==> src/rtl/uart_pkg.sv <==
// Shared types and constants for the board UART.
// Used by the TX core, RX core and board top.
package uart_pkg;

  localparam int DATA_BITS = 8;

  typedef enum logic [1:0] {
    TX_IDLE,
    TX_START,
    TX_DATA,
    TX_STOP
  } tx_state_t;

  typedef enum logic [2:0] {
    RX_IDLE,
    RX_START,
    RX_DATA,
    RX_STOP,
    RX_CLEANUP
  } rx_state_t;

endpackage

==> src/rtl/uart_rx_core.sv <==
// 8N1 deserialiser on an already synchronised line;
// valid pulses one cycle after a good stop sample.
module uart_rx_core
  import uart_pkg::*;
#(
  parameter int CLKS_PER_BIT = 10417
) (
  input  logic                 clk,
  input  logic                 rst,
  input  logic                 rxd,
  output logic [DATA_BITS-1:0] data,
  output logic                 valid
);

  localparam int CW = $clog2(CLKS_PER_BIT);
  localparam int BW = $clog2(DATA_BITS);
  localparam logic [CW-1:0] LAST = CW'(CLKS_PER_BIT - 1);
  localparam logic [CW-1:0] HALF = CW'(CLKS_PER_BIT / 2 - 1);
  localparam logic [BW-1:0] LAST_BIT = BW'(DATA_BITS - 1);

  rx_state_t            state_q, state_n;
  logic [CW-1:0]        cnt_q, cnt_n;
  logic [BW-1:0]        bit_q, bit_n;
  logic [DATA_BITS-1:0] shift_q, shift_n;
  logic                 valid_q, valid_n;

  // State, sample counters, shift register and valid pulse.
  always_ff @(posedge clk) begin
    if (rst) begin
      state_q <= RX_IDLE;
      cnt_q   <= '0;
      bit_q   <= '0;
      shift_q <= '0;
      valid_q <= 1'b0;
    end else begin
      state_q <= state_n;
      cnt_q   <= cnt_n;
      bit_q   <= bit_n;
      shift_q <= shift_n;
      valid_q <= valid_n;
    end
  end

  // Mid-bit sampling; a high line at mid-start is a glitch.
  always_comb begin
    state_n = state_q;
    cnt_n   = cnt_q;
    bit_n   = bit_q;
    shift_n = shift_q;
    valid_n = 1'b0;
    unique case (state_q)
      RX_IDLE: begin
        cnt_n = '0;
        bit_n = '0;
        if (!rxd) state_n = RX_START;
      end
      RX_START: begin
        if (cnt_q == HALF) begin
          cnt_n   = '0;
          state_n = rxd ? RX_IDLE : RX_DATA;
        end else begin
          cnt_n = cnt_q + 1'b1;
        end
      end
      RX_DATA: begin
        if (cnt_q == LAST) begin
          cnt_n   = '0;
          shift_n = {rxd, shift_q[DATA_BITS-1:1]};
          if (bit_q == LAST_BIT) state_n = RX_STOP;
          else bit_n = bit_q + 1'b1;
        end else begin
          cnt_n = cnt_q + 1'b1;
        end
      end
      RX_STOP: begin
        if (cnt_q == LAST) begin
          cnt_n   = '0;
          valid_n = rxd;
          state_n = RX_CLEANUP;
        end else begin
          cnt_n = cnt_q + 1'b1;
        end
      end
      RX_CLEANUP: begin
        if (rxd) state_n = RX_IDLE;
      end
      default: state_n = RX_IDLE;
    endcase
  end

  assign data  = shift_q;
  assign valid = valid_q;

endmodule

==> src/rtl/uart_tx_core.sv <==
// 8N1 serialiser: start pulse latches a byte, done
// pulses on the edge the stop bit completes.
module uart_tx_core
  import uart_pkg::*;
#(
  parameter int CLKS_PER_BIT = 10417
) (
  input  logic                 clk,
  input  logic                 rst,
  input  logic                 start,
  input  logic [DATA_BITS-1:0] data,
  output logic                 txd,
  output logic                 busy,
  output logic                 done
);

  localparam int CW = $clog2(CLKS_PER_BIT);
  localparam int BW = $clog2(DATA_BITS);
  localparam logic [CW-1:0] LAST = CW'(CLKS_PER_BIT - 1);
  localparam logic [BW-1:0] LAST_BIT = BW'(DATA_BITS - 1);

  tx_state_t            state_q, state_n;
  logic [CW-1:0]        cnt_q, cnt_n;
  logic [BW-1:0]        bit_q, bit_n;
  logic [DATA_BITS-1:0] shift_q, shift_n;
  logic                 line_q, line_n;

  // State, counters and the registered line level.
  always_ff @(posedge clk) begin
    if (rst) begin
      state_q <= TX_IDLE;
      cnt_q   <= '0;
      bit_q   <= '0;
      shift_q <= '0;
      line_q  <= 1'b1;
    end else begin
      state_q <= state_n;
      cnt_q   <= cnt_n;
      bit_q   <= bit_n;
      shift_q <= shift_n;
      line_q  <= line_n;
    end
  end

  // Next state; line level is computed alongside so it
  // changes on the same edge as the state.
  always_comb begin
    state_n = state_q;
    cnt_n   = cnt_q;
    bit_n   = bit_q;
    shift_n = shift_q;
    line_n  = line_q;
    done    = 1'b0;
    unique case (state_q)
      TX_IDLE: begin
        line_n = 1'b1;
        cnt_n  = '0;
        bit_n  = '0;
        if (start) begin
          shift_n = data;
          line_n  = 1'b0;
          state_n = TX_START;
        end
      end
      TX_START: begin
        if (cnt_q == LAST) begin
          cnt_n   = '0;
          line_n  = shift_q[0];
          state_n = TX_DATA;
        end else begin
          cnt_n = cnt_q + 1'b1;
        end
      end
      TX_DATA: begin
        if (cnt_q == LAST) begin
          cnt_n = '0;
          if (bit_q == LAST_BIT) begin
            line_n  = 1'b1;
            state_n = TX_STOP;
          end else begin
            bit_n   = bit_q + 1'b1;
            shift_n = {1'b0, shift_q[DATA_BITS-1:1]};
            line_n  = shift_q[1];
          end
        end else begin
          cnt_n = cnt_q + 1'b1;
        end
      end
      TX_STOP: begin
        if (cnt_q == LAST) begin
          cnt_n   = '0;
          done    = 1'b1;
          state_n = TX_IDLE;
        end else begin
          cnt_n = cnt_q + 1'b1;
        end
      end
      default: state_n = TX_IDLE;
    endcase
  end

  assign txd  = line_q;
  assign busy = (state_q != TX_IDLE);

endmodule

==> src/rtl/uart_board_top.sv <==
// Board wrapper: button sends an incrementing byte,
// received bytes go to the LEDs.
module uart_board_top
  import uart_pkg::*;
#(
  parameter int CLKS_PER_BIT = 10417
) (
  input  logic                 clk_100mhz,
  input  logic                 btn_reset,
  input  logic                 btn_tx_trigger,
  input  logic                 uart_rxd_in,
  output logic                 uart_txd_out,
  output logic [DATA_BITS-1:0] leds,
  output logic                 led_tx_active,
  output logic                 led_rx_data_avail
);

  logic                 btn_s1, btn_s2, btn_prev;
  logic                 tx_start;
  logic                 rxd_s1, rxd_s2;
  logic [DATA_BITS-1:0] data_to_transmit;
  logic [DATA_BITS-1:0] rx_byte;
  logic                 rx_valid;
  logic                 tx_done;
  logic [DATA_BITS-1:0] leds_q;
  logic                 avail_q;

  // Two-flop synchronisers; the RX line idles high.
  always_ff @(posedge clk_100mhz) begin
    if (btn_reset) begin
      btn_s1 <= 1'b0;
      btn_s2 <= 1'b0;
      rxd_s1 <= 1'b1;
      rxd_s2 <= 1'b1;
    end else begin
      btn_s1 <= btn_tx_trigger;
      btn_s2 <= btn_s1;
      rxd_s1 <= uart_rxd_in;
      rxd_s2 <= rxd_s1;
    end
  end

  // Registered rising-edge detect gives a one-cycle start.
  always_ff @(posedge clk_100mhz) begin
    if (btn_reset) begin
      btn_prev <= 1'b0;
      tx_start <= 1'b0;
    end else begin
      btn_prev <= btn_s2;
      tx_start <= btn_s2 & ~btn_prev;
    end
  end

  // Next byte to send advances as each frame finishes.
  always_ff @(posedge clk_100mhz) begin
    if (btn_reset) data_to_transmit <= '0;
    else if (tx_done) data_to_transmit <= data_to_transmit + 1'b1;
  end

  // LEDs hold the last good byte and a sticky flag.
  always_ff @(posedge clk_100mhz) begin
    if (btn_reset) begin
      leds_q  <= '0;
      avail_q <= 1'b0;
    end else if (rx_valid) begin
      leds_q  <= rx_byte;
      avail_q <= 1'b1;
    end
  end

  uart_tx_core #(
    .CLKS_PER_BIT(CLKS_PER_BIT)
  ) u_tx (
    .clk  (clk_100mhz),
    .rst  (btn_reset),
    .start(tx_start),
    .data (data_to_transmit),
    .txd  (uart_txd_out),
    .busy (led_tx_active),
    .done (tx_done)
  );

  uart_rx_core #(
    .CLKS_PER_BIT(CLKS_PER_BIT)
  ) u_rx (
    .clk  (clk_100mhz),
    .rst  (btn_reset),
    .rxd  (rxd_s2),
    .data (rx_byte),
    .valid(rx_valid)
  );

  assign leds              = leds_q;
  assign led_rx_data_avail = avail_q;

endmodule

==> config.mk <==
export PLATFORM = sky130hd
export DESIGN_NAME = uart_board_top
export DESIGN_NICKNAME = d
export VERILOG_FILES = /design/src/rtl/uart_pkg.sv /design/src/rtl/uart_rx_core.sv /design/src/rtl/uart_tx_core.sv /design/src/rtl/uart_board_top.sv
export SDC_FILE = /design/constraint.sdc
export NUM_CORES = 1
export LEC_CHECK = 0
export ABC_AREA = 0
export CAP_MARGIN = 20
export CORE_ASPECT_RATIO = 0.5
export CORE_MARGIN = 2
export CORE_UTILIZATION = 50
export CTS_CLUSTER_SIZE = 14
export DETAILED_ROUTE_END_ITERATION = 7
export PLACE_DENSITY_LB_ADDON = 0.1
export REMOVE_ABC_BUFFERS = 1
export SLEW_MARGIN = 15
export SYNTH_ARGS = -nofsm -noshare
export SYNTH_HDL_FRONTEND = slang
export SYNTH_SLANG_ARGS = --single-unit
==> constraint.sdc <==
create_clock -name clk_100mhz -period 3.3 [get_ports clk_100mhz]
set_clock_uncertainty 0.1 [all_clocks]
set_input_delay 0.99 -clock clk_100mhz [delete_from_list [all_inputs] [get_ports clk_100mhz]]
set_output_delay 0.99 -clock clk_100mhz [all_outputs]
set_load 0.01 [all_outputs]
Word-level counts from Yosys, hierarchy flattened
Cells that the tools add are included.
{ "word_totals": {"mem_count": 0, "latch_bits": 0, "mem_bits_ro": 0, "regBits": 80, "elab_cells": 106, "input_bits": 4, "ramBits": 0, "out_inout_bits": 11} }
{ "classes": {"n_eq_ne": 25, "n_shift": 0, "div_mod_pow": 0, "order_cmp": 0, "reduce_logical": 17, "add_sub_neg": 5, "muxes": 36, "bitwise_logic": 4, "n_mul": 0} }
{ "op_table": {"columns": ["cell", "count"], "rows": [
  ["14-bit 2-to-1 mux", 3],
  ["14-bit one-hot mux with 3 select lines", 1],
  ["3-bit 2-to-1 mux", 10],
  ["14-bit by 1-bit adder with 14-bit output, second input constant", 2],
  ["14-bit == test, second input constant", 2],
  ["14-bit one-hot mux with 2 select lines", 1],
  ["8-bit 2-to-1 mux", 3],
  ["2-bit by 1-bit != test with 1-bit output, second input constant", 8],
  ["8-bit one-hot mux with 2 select lines", 1],
  ["3-bit one-hot mux with 5 select lines", 1],
  ["14-bit by 13-bit == test with 1-bit output, second input constant", 1],
  ["2-bit 2-to-1 mux", 6],
  ["3-bit one-hot mux with 2 select lines", 2],
  ["2-bit != test, second input constant", 5],
  ["3-bit == test, second input constant", 3],
  ["3-bit AND reduction", 3],
  ["8-bit by 1-bit adder with 8-bit output, second input constant", 1],
  ["2-bit one-hot mux with 4 select lines", 1],
  ["3-bit by 1-bit adder with 3-bit output, second input constant", 2],
  ["3-bit by 2-bit == test with 1-bit output, second input constant", 2],
  ["1-bit 2-to-1 mux", 6],
  ["6-bit AND reduction", 1],
  ["2-bit nonzero test", 3],
  ["3-bit nonzero test", 2],
  ["other kinds (13)", 17]
]} }

Depth between registers and ports, before layout
{ "depth": {"ltp_word": 4, "mapped_depth": 8, "mapped_depth_nobuf": 7} }

Modules after synthesis
From an unflattened synthesis, not the netlist that was laid out.
{ "unflattened": {"hier_cells": 428, "area_unflattened_um2": 3824.9} }
{ "modules_own_cells": {"columns": ["module", "area_each_um2", "n_inst", "cells_per_inst", "seq_area_each_um2"], "rows": [
  ["uart_tx_core", 1580.3, 1, 188, 560.5],
  ["uart_rx_core", 1441.4, 1, 162, 580.6],
  ["uart_board_top", 803.3, 1, 78, 460.4]
]} }

Least setup slack after synthesis
No wires, ideal clock.
{ "synth_path": {"path_kind": "input port to flip-flop", "from": "in btn_reset", "to": "reg u_rx.cnt_q[13]", "setup_time_ns": 0.074, "stages": 5, "t_arrival_ns": 2.009, "path_buffers": 1, "setup_slack_ns": 1.116, "required_ns": 3.126, "cell_sequence": "or2_2 -> o32ai_1 -> buf_2 -> a41oi_1 -> a31oi_1"} }
{ "synth_rtl": {"columns": ["element", "line", "text"], "rows": [
  ["start, declared", "uart_board_top.sv:9", "input logic btn_reset,"],
  ["end signal, assigned", "uart_rx_core.sv:37", "cnt_q <= cnt_n;"],
  ["end, declared", "uart_rx_core.sv:22", "logic [CW-1:0] cnt_q, cnt_n;"]
]} }

Final worst setup path
{ "layout_path": {"from": "reg u_tx.state_q[0]", "to": "out led_tx_active"} }
{ "layout_via": {"elab_chain_len": 1} }
{ "layout_lines": {"columns": ["element", "line", "text"], "rows": [
  ["start, declared", "uart_tx_core.sv:22", "tx_state_t state_q, state_n;"],
  ["start signal, assigned", "uart_tx_core.sv:37", "state_q <= state_n;"],
  ["2-bit nonzero test", "uart_tx_core.sv:103", "assign busy = (state_q != TX_IDLE);"],
  ["end, declared", "uart_board_top.sv:14", "output logic led_tx_active,"]
]} }
Every way passes these cells.

==> parameters.txt <==
Parameter                              Value

Critical path
  Worst Path Required    2.21 ns
  Worst-case register-to-register setup slack    1.11 ns
  Critical path destination    led_tx_active
  Crit-path max FO    4
  Critical Path Source Type    flop
  Logic depth of the worst register-to-register path    7
  Start point of the critical path    u_tx.state_q[0]$_SDFFE_PP0P_
  Worst R2R End    u_tx.shift_q[4]$_SDFFE_PP0P_
  Capturing element type of the critical path    primary output
  Critical path start-end classification    flop to primary output
  Startpoint of the worst-slack reg-to-reg timing path    u_tx.cnt_q[0]$_SDFF_PP0_
  Endpoint arrival time on the critical path    1.68 ns

Routing
  Wirelength, routed    6.99 mm
  Number of nets still failing antenna checks after routing    0
  Routed via count    2866
  First DRT Iteration DRCs    103
  Drt pass-1 iters    4
  Via/cell ratio    5.50
  Wire per inst    13.4 µm
  DRC errors left    0

Global routing
  Number of global-route vias before repair    2800
  Leftover overflow at the end of global routing    0
  Total Routing Usage GR    19.0%
  Initial antenna violation count    0
  GRT met1 Usage    21.7%
  Largest net degree at the start of global routing    40
  Layer with the highest usage after global routing    met2
  Wire length of the first global-routing pass    12.4 mm
  Global routing usage on met2    33.5%
  Global-route track usage on met3    7.82%

Yosys
  Synth Cell Area    3730 µm²
  Distinct cell type count after synthesis    49
  Cells taking the most area after synthesis    sky130_fd_sc_hd__dfxtp_1, sky130_fd_sc_hd__mux2i_1, sky130_fd_sc_hd__nor2_1, sky130_fd_sc_hd__ha_1, sky130_fd_sc_hd__a21oi_1
  Sequential fraction of the synthesis area    42.9%
  Top-area cell type share of the netlist area    42.9%
  Instance count of the mapped netlist    412
  Flip-flop and latch count after synthesis    80
  Post-synth top cells    sky130_fd_sc_hd__dfxtp_1, sky130_fd_sc_hd__nor2_1, sky130_fd_sc_hd__mux2i_1
  Top FF cell, synth    sky130_fd_sc_hd__dfxtp_1
  Post-synth top area cell    sky130_fd_sc_hd__dfxtp_1
  Post-synthesis area per instance    9.06 µm²
  Share of flip-flops with an asynchronous set or reset after synthesis    0%
  Most instantiated library cell after synthesis    sky130_fd_sc_hd__dfxtp_1
  Number of flops mapped to enable cells by yosys    0
  Yosys Warn Count    0

Floorplanning
  Std-Cell Core Area    7270 µm²
  Die area    8210 µm²
  IO Pins    15
  Die outline width    126 µm
  Starting density of the core    51.4%
  Row count    22
  Die extent in y    65.1 µm

CTS
  Clock input transition at the sequential cells of the worst setup and hold paths    0.06 ns
  H-tree depth    3
  Worst-case clock buffer depth    2
  Hold_buf cts    0
  Post CTS Setup Buffer Count    0
  Clock tree sinks    80
  Buffer type at the clock tree root    sky130_fd_sc_hd__clkbuf_16
  Number of instances resized during post-cts repair    0
  Number of clock buffers inserted by TritonCTS    9
  Worst-skew pair later-pin latency    0.34 ns
  CTS tree    done

Timing
  Hold_ws    0.282 ns
  Summed negative setup slack over all endpoints    0 ns
  Final cycle utilization of the critical path    83.9%
  Transition time of the tightest slew-check pin    0.714 ns
  Relative slew slack    52.4%
  Number of hold violations in the final report    0
  Timing-limited maximum frequency    361 MHz
  Max Slew Vio Count    0
  Number of endpoints failing setup at the final stage    0
  Time the worst path needs with I/O delays and setup    2.77 ns
  Setup repair after global routing missed its margin    false

Hold path
  Type of the most critical hold path    flop to flop

Final layout
  Layout-stage area growth over the synthesis result    13.8%
  Nets    438
  Non-filler cells, final    521
  Count of inserted antenna diode cells    0
  Fraction of final layout cells with drive strength greater than 1    8.00%
  Filler Cell Count    649

Run
  Count of max-cap constraint violations    0

Power and ir drop
  Total power after layout    2.36 mW
  VDD IR max    0.254 mV
  Cell Pwr Density    556 nW/µm²
  Leakage    1.46 nW

Placement
  Routability Congestion    0.875
  Post-detail-place hpwl    4.94 mm
  Count of placed standard cells including taps    505
  # port buffers    14

Outcome
  Status    finished clean
-- critical path, stage by stage, from the launching register on --
cell and delay (ns):
sky130_fd_sc_hd__dfxtp_1 0.38, sky130_fd_sc_hd__inv_1 0.08, sky130_fd_sc_hd__ha_1 0.25, sky130_fd_sc_hd__inv_1 0.09
sky130_fd_sc_hd__clkdlybuf4s50_1 0.54
-- how the worst min path moves through the flow --
stage	from	end	cells past startpoint
final	btn_prev$_SDFF_PP0_	tx_start$_SDFF_PP0_	1
after CTS	btn_prev$_SDFF_PP0_	tx_start$_SDFF_PP0_	1
after global placement	btn_prev$_SDFF_PP0_	tx_start$_SDFF_PP0_	1
after floorplan	btn_prev$_SDFF_PP0_	tx_start$_SDFF_PP0_	1
after global routing	btn_prev$_SDFF_PP0_	tx_start$_SDFF_PP0_	1
after detailed placement	btn_prev$_SDFF_PP0_	tx_start$_SDFF_PP0_	1
-- area by class of cell --
class                           instances  area, µm²  share of cell area, %
Clock buffer                           10        239                   5.63
Clock inverter                          6       82.6                   1.94
Inverter                               10       37.5                  0.884
Multi-Input combinational cell        300       1990                   46.9
Sequential cell                        80       1600                   37.7
Tap cell                               96        120                   2.83
Timing Repair Buffer                   19        173                   4.07
-- layout by cell type (no fill, tap or decap), types with 2 or more instances in the layout --
master                            Yosys  layout
sky130_fd_sc_hd__dfxtp_1             80      80
sky130_fd_sc_hd__nor2_1              56      56
sky130_fd_sc_hd__mux2i_1             29      29
sky130_fd_sc_hd__nand2_1             27      27
sky130_fd_sc_hd__a21oi_1             25      25
sky130_fd_sc_hd__nand3_1             22      22
sky130_fd_sc_hd__ha_1                14      14
sky130_fd_sc_hd__nand2b_1            13      13
sky130_fd_sc_hd__clkdlybuf4s50_1      0      13
sky130_fd_sc_hd__xor2_1              11      11
sky130_fd_sc_hd__inv_1               10      10
sky130_fd_sc_hd__a31oi_1             10      10
sky130_fd_sc_hd__nand4_1              9       9
sky130_fd_sc_hd__clkbuf_16            0       9
sky130_fd_sc_hd__a311oi_1             7       7
sky130_fd_sc_hd__o21ai_0              7       7
sky130_fd_sc_hd__nor2b_1              7       7
sky130_fd_sc_hd__xnor2_1              7       7
sky130_fd_sc_hd__and3_1               5       5
sky130_fd_sc_hd__buf_4                1       5
sky130_fd_sc_hd__and4_1               4       4
sky130_fd_sc_hd__nor3_1               4       4
sky130_fd_sc_hd__or2_2                4       4
sky130_fd_sc_hd__nand3b_1             3       3
sky130_fd_sc_hd__a41oi_1              3       3
sky130_fd_sc_hd__or3_1                3       3
sky130_fd_sc_hd__clkinv_2             0       3
sky130_fd_sc_hd__nor4b_2              2       2
sky130_fd_sc_hd__and3b_1              2       2
sky130_fd_sc_hd__nor4b_4              2       2
sky130_fd_sc_hd__and2_1               2       2
sky130_fd_sc_hd__nor3b_1              2       2
sky130_fd_sc_hd__a2bb2oi_1            2       2
sky130_fd_sc_hd__nor4_1               2       2
sky130_fd_sc_hd__or3b_1               2       2
sky130_fd_sc_hd__nand4b_1             2       2
sky130_fd_sc_hd__bufinv_16            0       2
-- routing by layer --
layer  up-vias  wire length (µm)
met1      1376              3340
met5         -                 0
met4         0                72
met2        14              3350
li1       1467                 -
met3         9               230
-- where the power goes --
group          leakage [nW]  switching [mW]  internal [mW]  total, mW
Sequential            0.647          0.0320           1.02       1.05
Clock                 0.158           0.379          0.678       1.06
Combinational         0.660           0.142          0.112      0.254
-- metrics by stage --
step / instance area, µm² / setup WS (ns) / util, %
global placement: 3930 / 0.669 / 54.0
floorplan: 3630 / 0.636 / -
finish: 4250 / 0.531 / 58.4
CTS: 4250 / 0.502 / 58.4
detailed placement: 3930 / 0.629 / 54.0
global route: 4250 / 0.414 / 58.4
-- cells by family after synthesis --
logic type / share of synthesized area [%]
buffers and inverters: 3.69
adders and majority gates: 4.69
muxes: 7.78
AOI/OAI and AO/OA: 10.8
and+or+nand+nor: 25.9
DFF: 42.9
xor gates and xnor gates: 4.22
-- flip-flops by register name, indices dropped and copies added (netlist names) --
register,count
u_tx.state_q,2
u_rx.cnt_q,14
data_to_transmit,8
btn_s2,1
u_rx.data,8
u_tx.cnt_q,14
u_tx.bit_q,3
u_tx.txd,1
led_rx_data_avail,1
rxd_s2,1
tx_start,1
u_rx.bit_q,3
rxd_s1,1
u_rx.valid,1
leds,8
btn_prev,1
u_rx.state_q,3
u_tx.shift_q,8
btn_s1,1
Power figures use the tool's default switching activity.
